File: src/rtl/conv2d_stream_if.sv
// Stream interface for conv2d_stream.
// Carries the input column beat channel (i_valid/o_ready/i_mode/i_sof/i_col) and the
// output sample channel (o_valid/i_ready/o_data/o_sat), plus the o_kdone status level.
// slave  : the convolution engine's view.
// master : the view of whatever drives columns in and consumes samples out.
interface conv2d_stream_if #(
    parameter int unsigned K      = 3,
    parameter int unsigned DATA_W = 8,
    parameter int unsigned OUT_W  = 13
);
    logic                  i_valid;
    logic                  o_ready;
    logic                  i_mode;
    logic                  i_sof;
    logic [K*DATA_W-1:0]   i_col;
    logic                  o_valid;
    logic                  i_ready;
    logic [OUT_W-1:0]      o_data;
    logic                  o_sat;
    logic                  o_kdone;

    modport slave (
        input  i_valid, i_mode, i_sof, i_col, i_ready,
        output o_ready, o_valid, o_data, o_sat, o_kdone
    );

    modport master (
        output i_valid, i_mode, i_sof, i_col, i_ready,
        input  o_ready, o_valid, o_data, o_sat, o_kdone
    );
endinterface

File: src/rtl/conv2d_stream.sv
// Pipelined KxK 2-D convolution engine.
// Loads a KxK signed kernel one column per beat (i_mode=0), then slides a K-column window
// over streamed image columns (i_mode=1). Every full window yields one multiply-accumulate
// result, arithmetically shifted right by SHIFT, saturated to OUT_W bits and emitted in
// offset-binary form.
// Ports:
//   clk, rst : clock, synchronous active-high reset
//   bus      : conv2d_stream_if slave (column beats in, samples out, o_kdone status)
// Pipeline: S1 registers the KxK products, S2 registers sum/shift/saturate. Both stages
// hold while the output sample is valid but not accepted.
module conv2d_stream #(
    parameter int unsigned K      = 3,
    parameter int unsigned DATA_W = 8,
    parameter int unsigned ACC_W  = 20,
    parameter int unsigned SHIFT  = 7,
    parameter int unsigned OUT_W  = 13
) (
    input logic            clk,
    input logic            rst,
    conv2d_stream_if.slave bus
);
    localparam int unsigned CntW  = $clog2(K + 1);
    localparam int unsigned ProdW = 2 * DATA_W;
    localparam logic signed [ACC_W-1:0] OutMax = ACC_W'((1 << (OUT_W - 1)) - 1);
    localparam logic signed [ACC_W-1:0] OutMin = ~OutMax;

    typedef logic signed [DATA_W-1:0] pix_t;
    typedef enum logic [0:0] {StNoKer, StReady} state_e;

    state_e                  state_q, state_d;
    logic [CntW-1:0]         kcnt_q, kcnt_d;
    logic [CntW-1:0]         fcnt_q, fcnt_d;
    pix_t                    kern_q [K][K];
    pix_t                    kern_d [K][K];
    pix_t                    win_q [K][K];
    pix_t                    win_d [K][K];
    pix_t                    col [K];
    logic signed [ProdW-1:0] prod_q [K][K];
    logic signed [ProdW-1:0] prod_d [K][K];
    logic                    s1_valid_q, s1_valid_d;
    logic                    s2_valid_q, s2_valid_d;
    logic [OUT_W-1:0]        data_q, data_d;
    logic                    sat_q, sat_d;
    logic                    stall, accept, issue, sat_n;
    logic signed [ACC_W-1:0] acc_sum, acc_shr;
    logic signed [OUT_W-1:0] clip;

    // Kernel store, window and fill tracking.
    always_comb begin
        stall   = s2_valid_q && !bus.i_ready;
        accept  = bus.i_valid && !stall;
        state_d = state_q;
        kcnt_d  = kcnt_q;
        fcnt_d  = fcnt_q;
        kern_d  = kern_q;
        win_d   = win_q;
        issue   = 1'b0;
        for (int unsigned r = 0; r < K; r++) begin
            col[r] = bus.i_col[r*DATA_W +: DATA_W];
        end
        if (accept && !bus.i_mode) begin
            if (kcnt_q == CntW'(K)) begin
                // Reload: restart the kernel and discard the partially filled window.
                kcnt_d    = CntW'(1);
                fcnt_d    = '0;
                kern_d[0] = col;
            end else begin
                for (int unsigned c = 0; c < K; c++) begin
                    if (CntW'(c) == kcnt_q) begin
                        kern_d[c] = col;
                    end
                end
                kcnt_d = kcnt_q + 1'b1;
            end
        end
        // Image beats without a full kernel are accepted and dropped.
        if (accept && bus.i_mode && state_q == StReady) begin
            for (int unsigned c = 0; c < K - 1; c++) begin
                win_d[c] = win_q[c + 1];
            end
            win_d[K-1] = col;
            if (bus.i_sof) begin
                fcnt_d = CntW'(1);
            end else if (fcnt_q != CntW'(K)) begin
                fcnt_d = fcnt_q + 1'b1;
            end
            issue = (fcnt_d == CntW'(K));
        end
        state_d = (kcnt_d == CntW'(K)) ? StReady : StNoKer;
    end

    // S2 combinational part: sum, floor shift, clamp.
    always_comb begin
        acc_sum = '0;
        for (int unsigned c = 0; c < K; c++) begin
            for (int unsigned r = 0; r < K; r++) begin
                acc_sum = acc_sum + {{(ACC_W - ProdW){prod_q[c][r][ProdW-1]}}, prod_q[c][r]};
            end
        end
        acc_shr = acc_sum >>> SHIFT;
        if (acc_shr > OutMax) begin
            clip  = OutMax[OUT_W-1:0];
            sat_n = 1'b1;
        end else if (acc_shr < OutMin) begin
            clip  = OutMin[OUT_W-1:0];
            sat_n = 1'b1;
        end else begin
            clip  = acc_shr[OUT_W-1:0];
            sat_n = 1'b0;
        end
    end

    // Pipeline next state. Products use the current kernel, so later reloads never
    // affect tokens already issued.
    always_comb begin
        s1_valid_d = s1_valid_q;
        s2_valid_d = s2_valid_q;
        prod_d     = prod_q;
        data_d     = data_q;
        sat_d      = sat_q;
        if (!stall) begin
            s1_valid_d = issue;
            s2_valid_d = s1_valid_q;
            if (issue) begin
                for (int unsigned c = 0; c < K; c++) begin
                    for (int unsigned r = 0; r < K; r++) begin
                        prod_d[c][r] = ProdW'(kern_q[c][r]) * ProdW'(win_d[c][r]);
                    end
                end
            end
            if (s1_valid_q) begin
                data_d = {~clip[OUT_W-1], clip[OUT_W-2:0]};
                sat_d  = sat_n;
            end
        end
    end

    always_ff @(posedge clk) begin
        if (rst) begin
            state_q    <= StNoKer;
            kcnt_q     <= '0;
            fcnt_q     <= '0;
            s1_valid_q <= 1'b0;
            s2_valid_q <= 1'b0;
            data_q     <= '0;
            sat_q      <= 1'b0;
            for (int unsigned c = 0; c < K; c++) begin
                for (int unsigned r = 0; r < K; r++) begin
                    kern_q[c][r] <= '0;
                    win_q[c][r]  <= '0;
                    prod_q[c][r] <= '0;
                end
            end
        end else begin
            state_q    <= state_d;
            kcnt_q     <= kcnt_d;
            fcnt_q     <= fcnt_d;
            s1_valid_q <= s1_valid_d;
            s2_valid_q <= s2_valid_d;
            data_q     <= data_d;
            sat_q      <= sat_d;
            kern_q     <= kern_d;
            win_q      <= win_d;
            prod_q     <= prod_d;
        end
    end

    assign bus.o_ready = !stall;
    assign bus.o_valid = s2_valid_q;
    assign bus.o_data  = data_q;
    assign bus.o_sat   = sat_q;
    assign bus.o_kdone = (state_q == StReady);
endmodule

File: src/flat_wrapper.sv
// flat-port wrapper written by rule: the top's interface ports become plain ports
module conv2d_stream_flat 
#(
    parameter int unsigned K      = 3,
    parameter int unsigned DATA_W = 8,
    parameter int unsigned ACC_W  = 20,
    parameter int unsigned SHIFT  = 7,
    parameter int unsigned OUT_W  = 13
)
  (clk, rst, bus_i_valid, bus_i_mode, bus_i_sof, bus_i_col, bus_i_ready, bus_o_ready, bus_o_valid, bus_o_data, bus_o_sat, bus_o_kdone);
  conv2d_stream_if #(.K(K), .DATA_W(DATA_W), .OUT_W(OUT_W)) bus_i ();
  input logic clk;
  input logic rst;
  input wire logic [$bits(bus_i.i_valid)-1:0] bus_i_valid;
  input wire logic [$bits(bus_i.i_mode)-1:0] bus_i_mode;
  input wire logic [$bits(bus_i.i_sof)-1:0] bus_i_sof;
  input wire logic [$bits(bus_i.i_col)-1:0] bus_i_col;
  input wire logic [$bits(bus_i.i_ready)-1:0] bus_i_ready;
  output wire logic [$bits(bus_i.o_ready)-1:0] bus_o_ready;
  output wire logic [$bits(bus_i.o_valid)-1:0] bus_o_valid;
  output wire logic [$bits(bus_i.o_data)-1:0] bus_o_data;
  output wire logic [$bits(bus_i.o_sat)-1:0] bus_o_sat;
  output wire logic [$bits(bus_i.o_kdone)-1:0] bus_o_kdone;
  assign bus_i.i_valid = bus_i_valid;
  assign bus_i.i_mode = bus_i_mode;
  assign bus_i.i_sof = bus_i_sof;
  assign bus_i.i_col = bus_i_col;
  assign bus_i.i_ready = bus_i_ready;
  assign bus_o_ready = bus_i.o_ready;
  assign bus_o_valid = bus_i.o_valid;
  assign bus_o_data = bus_i.o_data;
  assign bus_o_sat = bus_i.o_sat;
  assign bus_o_kdone = bus_i.o_kdone;
  conv2d_stream #(.K(K), .DATA_W(DATA_W), .ACC_W(ACC_W), .SHIFT(SHIFT), .OUT_W(OUT_W)) u_core (.clk(clk), .rst(rst), .bus(bus_i));
endmodule
File: config.mk
export PLATFORM = sky130hd
export DESIGN_NAME = conv2d_stream_flat
export DESIGN_NICKNAME = d
export VERILOG_FILES = /design/src/rtl/conv2d_stream_if.sv /design/src/rtl/conv2d_stream.sv /design/src/flat_wrapper.sv
export SDC_FILE = /design/constraint.sdc
export NUM_CORES = 2
export LEC_CHECK = 0
export ABC_AREA = 0
export BUFFER_PORTS_ARGS = -buffer_cell sky130_fd_sc_hd__buf_2
export CAP_MARGIN = 20
export CORE_MARGIN = 4
export CORE_UTILIZATION = 40
export DETAILED_ROUTE_END_ITERATION = 7
export SLEW_MARGIN = 10
export SYNTH_ARGS = -nofsm -noshare
export SYNTH_HDL_FRONTEND = slang
export SYNTH_SLANG_ARGS = --single-unit
File: constraint.sdc
create_clock -name clk -period 12.28 [get_ports clk]
set_input_delay 0.614 -clock clk [delete_from_list [all_inputs] [get_ports clk]]
set_output_delay 0.614 -clock clk [all_outputs]
set_load 0.1 [all_outputs]
==> impl_metrics.py <==
metrics = {
    "logic_synthesis": {
        "number_of_enable_flip_flop_cells_after_synthesis": 0,
        "synth_area_mm2": 0.0368,
        "synth_sequential_area_ratio_pct": 16.8,
        "synthArstFlopShare_pct": 0,
        "dominantRegCellSynth": "dfxtp_1",
        "avgSynthCellArea_um2": 9.04,
        "synth.net_count": 4996,
        "post_synth_most_frequent_cells": "inv_1 (771), fa_1 (606), nand2_1 (455)",
        "ys_seq_elements": 309,
        "yosys_warnings": 0,
        "synthTopCellsByArea": "fa_1 (33%), dfxtp_1 (17%), ha_1 (9.9%)",
        "synth.top_cell.area_share_pct": 33.0,
        "cell_with_the_most_instances_after_synthesis": "inv_1",
        "library_cell_occupying_the_most_area_in_the_post_synthesis_netlist": "fa_1",
        "number_of_instances_in_the_synthesized_netlist": 4069,
        "netlist-cell-type-count": 59,
    },
    "status": {
        "result_of_the_run": "complete, no violations",
    },
    "routing": {
        "wire_length_per_cell_after_detailed_routing_um": 17.0,
        "vias_per_inst": 4.99,
        "ant_nets": 0,
        "route.vias.total": 26400,
        "post-route-drc-count": 0,
        "route.final.wire_length_um": 90000,
        "drtPass1Iterations": 5,
        "initialDrtViolationCount": 1624,
    },
    "finish": {
        "drive_above_1_share_pct": 5.69,
        "num-fill-cells": 9045,
        "synthToLayoutAreaGrowth_pct": 8.09,
        "layout.nets": 5009,
    },
    "grt": {
        "antenna_found_initial": 1,
        "first_pass_grt_wire_length_um": 149000,
        "grt_max_degree": 154,
        "grt.overflow.total": 0,
        "globalRouteTotalUtil_pct": 18.9,
        "number_of_global_route_vias_before_repair": 26900,
    },
    "clocking": {
        "post_cts_buffers": 0,
        "cts_root_buf": "clkbuf_16",
        "insertion_delay_ps": 590,
        "clk_path_buf_depth": 3,
        "clock-sinks": 309,
        "tritoncts": "built",
        "cts_max_level": 2,
        "cts.reportedPaths.clkPinSlew_ps": 60,
        "ctsHoldBuffers": 0,
        "cts-buffers-inserted": 41,
        "cts_resized": 0,
    },
    "floorplan": {
        "die_height_um": 311,
        "die_area_mm2": 0.0968,
        "die_w_um": 311,
        "fp.coreArea_mm2": 0.0906,
        "start_util_pct": 40.6,
        "i_o_pins": 47,
        "rows": 110,
    },
    "worst_setup_path": {
        "critical_path_end_type": "register",
        "setup_slack_on_the_worst_flop_to_flop_path_ps": 5820,
        "worstSetupPathType": "register to register",
        "critPathArrivalTime_ps": 6920,
        "timing.critical_path.required_ps": 12740,
        "cp-start-kind": "register",
        "largest_fanout_on_the_critical_path": 5,
    },
    "sta": {
        "maxClockFrequency_ghz": 0.155,
        "final-hold-violation-count": 0,
        "setup_viol": 0,
        "timing_worst_slew_pin_value_ps": 1030,
        "layout_worst_path_cycle_share_pct": 52.6,
        "max_slew_margin_pct": 29.2,
        "finClkSkew_ps": 26.7,
        "final.min_clock_period_ps": 6460,
        "rsz0062_at_grt": "no",
        "final_max_slew_viol_count": 0,
        "fin_tns_setup_ps": 0,
    },
    "pwr": {
        "p_int_mw": 1.83,
        "total_leakage_power_nw": 17.3,
        "report.power.total_mw": 2.43,
        "share_clk_of_total_power_pct": 54.7,
        "power.sequential.fraction_pct": 42.3,
        "peakVddDrop_uv": 98.0,
        "pwr-share-comb_pct": 3.1,
        "sw_share_pct": 24.6,
        "net_switching_power_uw": 596,
        "power.density_cell_area_mw_per_mm2": 61.1,
    },
    "placed_design": {
        "io_buffer_count": 46,
        "globalplace.congestion": 0.865,
        "dpl.hpwl_um": 72400,
    },
    "job": {
        "max_cap_viol_count": 0,
    },
    "worst_hold_path": {
        "holdCritPathClass": "input port to register",
    },
}
==> layout by cell type, fill, tap and decap left out, drive strengths merged, types with 13 or more instances in the layout <==
cell | netlist | routed
nand3 | 42 | 42
inv | 771 | 776
mux2 | 19 | 19
a31oi | 17 | 17
nor4b | 16 | 16
xnor2 | 100 | 100
a211oi | 36 | 36
buf | 35 | 69
mux2i | 61 | 61
o21ai | 84 | 84
xor2 | 27 | 27
nor2b | 318 | 318
a21o | 25 | 25
clkbuf | 64 | 52
and2 | 71 | 71
nor3 | 47 | 47
nand2b | 71 | 71
a21oi | 234 | 234
o21a | 26 | 26
nor2 | 147 | 147
or2 | 63 | 63
fa | 606 | 606
dfxtp | 309 | 309
nand4 | 13 | 13
nand2 | 455 | 455
or3 | 14 | 14
ha | 291 | 291
==> kinds of logic after synthesis <==
kind of cell / synth area share (%)
simple gates: 18.0
fa+ha+maj: 42.9
buf+inv: 9.06
compound gates: 7.95
flops: 16.8
xor+xnor: 3.03
mux: 2.24
==> critical path, cell delays in order, from the launching register on <==
cell and delay [ps]:
dfxtp_1 330, ha_1 320, a211oi_1 310, nor2_1 120, o21a_1 200, o21a_1 190, o21a_1 180, nor2_1 110
xnor2_1 280, fa_1 510, inv_1 140, fa_1 460, fa_1 500, inv_1 50, fa_1 440, ha_1 320
nand2_1 90, nor4_2 620, o21ai_0 220, a31oi_1 320, a211oi_1 120, and4_1 220, a311o_1 270
==> per-stage QoR <==
stage                     instance area, µm²  hold WS (ps)  setup slack, ps  cells  utilization [%]
after detailed placement               38300           445             5500   5215             42.2
after global routing                   39700           325             5440   5291             43.9
after floorplan                        36800           432             6000   4069                -
after global placement                 38300           439             5550   5215             42.2
after CTS                              39700           296             5810   5291             43.9
final                                  39700           336             5820   5292             43.9
==> power by group through the flow <==
stage               combinational, mW  clock (mW)  sequential (mW)
global placement               0.0737           0             1.05
CTS                            0.0742        1.36             1.02
global route                   0.0797        1.39             1.03
detailed placement             0.0741           0             1.05
finish                         0.0743        1.33             1.03
floorplan                      0.0416           0             1.04
==> sequential cells by signal, indices dropped and copies added (netlist names) <==
| signal | flops |
|---|---|
| u_core.bus.o_data | 13 |
| u_core.bus.o_sat | 1 |
| u_core.prod_q | 144 |
| u_core.bus.o_valid | 1 |
| u_core.fcnt_q | 2 |
| u_core.win_q | 72 |
| u_core.kcnt_q | 2 |
| u_core.kern_q | 72 |
| u_core.s1_valid_q | 1 |
| u_core.bus.o_kdone | 1 |
==> area by class of cell <==
cell class              count  area (µm²)  area share [%]
well taps                1176        1470            3.70
flip-flops and latches    309        6190            15.6
repair buffers             69         438            1.10
clock inverters            24         337           0.847
multi-input cells        2890       27300            68.6
clock buffers              52        1150            2.89
inverters                 771        2890            7.28
diodes                      1        2.50         0.00630
==> worst paths after layout <==
path	startpoint	end	depth (start not counted)
max	u_core.prod_q[113]	u_core.bus.o_data[8]	22
min	bus_i_col[13]	u_core.kern_q[61]	3
max reg2reg	u_core.prod_q[113]	u_core.bus.o_data[8]	22
min reg2reg	u_core.bus.o_data[6]	u_core.bus.o_data[6]	2
==> layer usage <==
layer  up-vias  GRT usage [%]  share of wire [%]
met4         0           3.49                1.8
met5         -              0                  0
met3        74           2.35                4.6
met2       447           29.8                 44
met1     13200           28.2                 49
li1      12700              -                  -
(Power assumes the default switching activity.)
